[config.mk]
export PLATFORM = sky130hd
export DESIGN_NAME = pc_sequencer
export DESIGN_NICKNAME = d
export VERILOG_FILES = /design/src/rtl/minirisc_pkg.sv /design/src/rtl/pc_next_logic.sv /design/src/rtl/pc_sequencer.sv
export SDC_FILE = /design/constraint.sdc
export NUM_CORES = 1
export LEC_CHECK = 0
export ABC_AREA = 1
export BUFFER_PORTS_ARGS = -buffer_cell sky130_fd_sc_hd__buf_2
export CORE_ASPECT_RATIO = 0.5
export CORE_MARGIN = 2
export CORE_UTILIZATION = 42
export DETAILED_ROUTE_END_ITERATION = 16
export PLACE_DENSITY = 0.77
export SLEW_MARGIN = 5
export SYNTH_ARGS = -nofsm -noshare
export SYNTH_HDL_FRONTEND = slang
export SYNTH_SLANG_ARGS = --single-unit
[constraint.sdc]
create_clock -name clk -period 1.55 [get_ports clk]
set_input_delay 0.31 -clock clk [delete_from_list [all_inputs] [get_ports clk]]
set_output_delay 0.31 -clock clk [all_outputs]
set_load 0.03 [all_outputs]
[src/rtl/minirisc_pkg.sv]
// Shared types and constants for the miniRISC fetch/PC sequencer.
// Optional feature macro used by pc_sequencer: PC_RETIRE_COUNT_EN.
package minirisc_pkg;

   localparam int DEF_ADDR_W  = 32;
   localparam int DEF_INSTR_W = 32;
   localparam int PC_STEP     = 4;

   typedef enum logic [1:0] {
      ST_BOOT   = 2'd0,
      ST_FETCH  = 2'd1,
      ST_EXEC   = 2'd2,
      ST_HALTED = 2'd3
   } seq_state_e;

endpackage

[src/rtl/pc_next_logic.sv]
// Combinational next-PC selection: sequential increment or word-aligned branch target.
module pc_next_logic
   import minirisc_pkg::*;
#(
   parameter int ADDR_W = DEF_ADDR_W
) (
   input  logic [ADDR_W-1:0] pc,
   input  logic              branch_taken,
   input  logic [ADDR_W-1:0] branch_target,
   output logic [ADDR_W-1:0] pc_plus4,
   output logic [ADDR_W-1:0] target_aligned,
   output logic [ADDR_W-1:0] pc_next
);

   localparam logic [ADDR_W-1:0] STEP       = ADDR_W'(PC_STEP);
   localparam logic [ADDR_W-1:0] ALIGN_MASK = ~ADDR_W'(3);

   // Increment wraps naturally modulo 2^ADDR_W.
   assign pc_plus4       = pc + STEP;
   assign target_aligned = branch_target & ALIGN_MASK;
   assign pc_next        = branch_taken ? target_aligned : pc_plus4;

endmodule

[src/rtl/pc_sequencer.sv]
// Multi-cycle PC and fetch sequencer for the miniRISC core.
// Define PC_RETIRE_COUNT_EN to add the saturating retired_count output.
module pc_sequencer
   import minirisc_pkg::*;
#(
   parameter int                ADDR_W   = DEF_ADDR_W,
   parameter int                INSTR_W  = DEF_INSTR_W,
   parameter logic [ADDR_W-1:0] RESET_PC = '0
) (
   input  logic               clk,
   input  logic               rst_n,
   output logic               imem_req,
   output logic [ADDR_W-1:0]  imem_addr,
   input  logic               imem_ack,
   input  logic [INSTR_W-1:0] imem_data,
   output logic [INSTR_W-1:0] instr,
   output logic               instr_valid,
   input  logic               exec_done,
   input  logic               branch_taken,
   input  logic [ADDR_W-1:0]  branch_target,
   input  logic               halt,
   output logic [ADDR_W-1:0]  pc,
   output logic [ADDR_W-1:0]  pc_plus4,
   output logic               pc_sel,
`ifdef PC_RETIRE_COUNT_EN
   output logic [31:0]        retired_count,
`endif
   output logic               halted
);

   seq_state_e         state_q;
   logic [ADDR_W-1:0]  pc_q;
   logic [INSTR_W-1:0] instr_q;
   logic               imem_req_q;
   logic               instr_valid_q;
   logic               pc_sel_q;
   logic               halted_q;

   logic [ADDR_W-1:0]  pc_plus4_d;
   logic [ADDR_W-1:0]  target_aligned_d;
   logic [ADDR_W-1:0]  pc_d;

   pc_next_logic #(
      .ADDR_W (ADDR_W)
   ) u_pc_next (
      .pc             (pc_q),
      .branch_taken   (branch_taken),
      .branch_target  (branch_target),
      .pc_plus4       (pc_plus4_d),
      .target_aligned (target_aligned_d),
      .pc_next        (pc_d)
   );

   logic accept_done;
   assign accept_done = (state_q == ST_EXEC) && exec_done;

   always_ff @(posedge clk or negedge rst_n) begin
      if (!rst_n) begin
         state_q       <= ST_BOOT;
         pc_q          <= RESET_PC;
         instr_q       <= '0;
         imem_req_q    <= 1'b0;
         instr_valid_q <= 1'b0;
         pc_sel_q      <= 1'b0;
         halted_q      <= 1'b0;
      end else begin
         case (state_q)
            ST_BOOT: begin
               state_q    <= ST_FETCH;
               imem_req_q <= 1'b1;
            end
            ST_FETCH: begin
               if (imem_ack) begin
                  instr_q       <= imem_data;
                  instr_valid_q <= 1'b1;
                  imem_req_q    <= 1'b0;
                  state_q       <= ST_EXEC;
               end
            end
            ST_EXEC: begin
               if (exec_done) begin
                  instr_valid_q <= 1'b0;
                  // Halt has priority over a simultaneous branch; PC and select are frozen.
                  if (halt) begin
                     halted_q <= 1'b1;
                     state_q  <= ST_HALTED;
                  end else begin
                     pc_q       <= pc_d;
                     pc_sel_q   <= branch_taken;
                     imem_req_q <= 1'b1;
                     state_q    <= ST_FETCH;
                  end
               end
            end
            ST_HALTED: begin
               state_q <= ST_HALTED;
            end
            default: begin
               state_q <= ST_BOOT;
            end
         endcase
      end
   end

`ifdef PC_RETIRE_COUNT_EN
   logic [31:0] retired_q;

   always_ff @(posedge clk or negedge rst_n) begin
      if (!rst_n) begin
         retired_q <= '0;
      end else if (accept_done && (retired_q != 32'hFFFF_FFFF)) begin
         retired_q <= retired_q + 32'd1;
      end
   end

   assign retired_count = retired_q;
`else
   logic unused_accept;
   assign unused_accept = accept_done;
`endif

   assign imem_req    = imem_req_q;
   assign imem_addr   = pc_q;
   assign instr       = instr_q;
   assign instr_valid = instr_valid_q;
   assign pc          = pc_q;
   assign pc_plus4    = pc_plus4_d;
   assign pc_sel      = pc_sel_q;
   assign halted      = halted_q;

   logic [ADDR_W-1:0] unused_target;
   assign unused_target = target_aligned_d;

endmodule

==> metrics.cfg <==
[run_status]
status = finished with violations
violations = hold timing, setup timing

[sta]
rsz0062_at_grt = true
finalSetupViolCount = 44
clock_skew_ns = 0.00668
period_needed_ns = 2.12
setup_slack_ns = -0.572
drv_slew = 0
fin_tns_setup_ns = -15.05
holdWs_ns = -0.0417
hold_viol_final = 20
finalCritPeriodShare_pct = 137
max_freq_ghz = 0.471

[worst_setup_path]
crit_required_ns = 1.24
critPathKind = register to output pin
r2r-start = imem_addr[2]
end_kind = output pin
crit_fanout = 4
crit-reg2reg-capture = imem_addr[30]
worst-r2r-cell-count = 16
reg2reg_slack_ns = -0.53
critical_path_arrival_ns = 1.81
cp-start-kind = register

[flow_run]
drv_cap = 0

[synthesis]
ys_seq_area_share_pct = 40.9
synth_commonest_cells = 252 x nand2_1, 74 x nor2_1, 68 x dfrtp_1, 44 x inv_1, 38 x buf_4
synth-edff-count = 0
yosys_warnings = 0
synth_top_cell_area_share_pct = 40.9
synth_seq_cells = 68
ys_types = 32
postSynthCellCount = 596
syn_area_mm2 = 0.00416
avgSynthCellArea_um2 = 6.98
yosys_most_used_dff = dfrtp_1
async_flop_share_pct = 100
synthMostInstantiatedCell = nand2_1
synth_area_leaders = dfrtp_1 41%, nand2_1 23%, buf_4 6.9%, nor2_1 6.7%, inv_1 4.0%
synth_area_leader_cell = dfrtp_1

[global_routing]
grt_pass1_vias = 4258
grt_overflow = 0
antenna_found_initial = 0
grtUsageTotal_pct = 23.6
grt_max_degree = 69
grt_pass1_wl_mm = 19.7

[power]
p_per_area_mw_per_mm2 = 2450
p_leak_nw = 3.59
peakVddDrop_mv = 1.12

[route]
wl_mm = 13.2
dr.pass1.iters = 4
ant_nets = 0
routedWlPerCell_um = 13.7
avgViaCountPerCell = 4.74
drt_iter0_drc = 226
num_vias = 4570
drc_errors = 0

[die]
start_util_pct = 43.6
dieArea_mm2 = 0.0108
dieWidth_um = 145
fp-row-count = 25
ios = 202
die_y_um = 74.4
fp.coreArea_mm2 = 0.00954

[finish]
final-instance-count-excl-fill = 964
fin_area_mm2 = 0.00656
syn_to_final_growth_pct = 57.5
fin_nets = 896
num-fill-cells = 732
antennaDiodeCount = 0
layout-drive-gt1-share_pct = 49.5

[cts]
cts_buffers = 9
path_clk_slew_ns = 0.06
cts.sinks = 68
clk_latency_ns = 0.33
cts-root-buf = clkbuf_16
cts_tree = yes
cts_buffer_depth = 2
htree_levels = 3

[place]
place_inst = 929
dp_hpwl_mm = 8.78
dpl_cell_area_mm2 = 0.00558
io_buffers = 193
dp_slack_ns = -0.240
gp_congestion = 0.846

[min_path]
hold_class = input pin to asynchronous set/reset pin

==> routing by layer <==
layer	global-route usage [%]	up-vias	part of all wire, %
met5	0	-	0
met4	7.66	0	1.3
met3	7.28	18	7.4
met2	38.3	181	49
met1	30.6	2136	42
li1	-	2235	-
==> metrics by stage <==
step           total power [mW]  util (%)
2_1_floorplan              9.78         -
3_3_place_gp               12.2      58.5
3_5_place_dp               12.3      58.5
4_1_cts                    15.5      65.4
5_1_grt                    17.0      68.7
6_report                   16.1      68.7
==> registers in the layout, summed over array words and instances, names as in the netlist <==
signal	flops
instr	32
imem_addr	30
state_q	2
halted	1
imem_req	1
instr_valid	1
pc_sel	1
==> logic make-up (layout without fill, tap and decap cells) <==
logic type | count (synthesis) | after routing | synth area share [%]
AO/OA/AOI/OAI | 45 | 45 | 6.04
adder cells (fa/ha/maj) | 1 | 1 | 0.301
XOR/XNOR | 7 | 7 | 1.47
AND/OR/NAND/NOR | 374 | 374 | 38.5
flip-flops | 68 | 68 | 40.9
other | 1 | 6 | 0.0901
buffers and inverters | 100 | 328 | 12.7
==> placed cells by master, fill, tap and decap left out, drive strengths merged <==
cell,instances
buf,266
xnor2,3
o21ai,16
dfrtp,68
inv,43
clkbuf,9
a31oi,1
o21bai,1
nor2,85
ha,1
bufinv,2
nand3b,2
xor2,4
conb,6
nand2,261
clkinvlp,2
o22ai,4
o31ai,1
and2,1
a21oi,22
nand3,25
clkinv,6
==> where the power goes <==
part	internal [mW]	switching [mW]	leakage, nW
Sequential	2.63	0.656	0.825
Combinational	3.81	6.75	2.62
Clock	1.40	0.803	0.151
Total	7.85	8.21	3.59
==> how the worst max path moves through the flow <==
stage	from	end	cells past startpoint
6_report	imem_addr[2]	pc_plus4[20]	9
5_1_grt	imem_addr[2]	imem_addr[30]	16
4_1_cts	imem_addr[2]	pc_plus4[30]	8
3_5_place_dp	imem_addr[2]	pc_plus4[22]	8
3_3_place_gp	imem_addr[2]	pc_plus4[22]	8
2_1_floorplan	imem_addr[2]	pc_plus4[22]	7
==> area by class of cell <==
type	instances	area (µm²)	area share (%)
multi-input cells	433	2410	36.7
well taps	135	169	2.58
repair inverters	1	5.00	0.0764
repair buffers	266	1770	27.0
clock inverters	6	90.1	1.37
flip-flops and latches	68	1710	26.0
inverters	46	181	2.77
clock buffers	9	225	3.44
==> worst max-delay path: stages (launching register included) <==
cell and delay [ns]:
dfrtp_2 0.39, ha_4 0.15, nand2_4 0.05, nor2_4 0.22
buf_6 0.14, nand3b_4 0.12, nor2_4 0.12, nand2_2 0.07
nand2_2 0.09, buf_6 0.13
==> timing repair <==
action | CTS | global route
endpoints found under the hold margin | 0 | 0
cloned | 0 | 1
gates resized for setup | 66 | 83
buffers inserted | 18 | 9
endpoints found under the setup margin | 36 | 52
hold buffers | 0 | 0
pin swaps | 26 | 29
No activity file was read; power rests on OpenSTA's default activity.
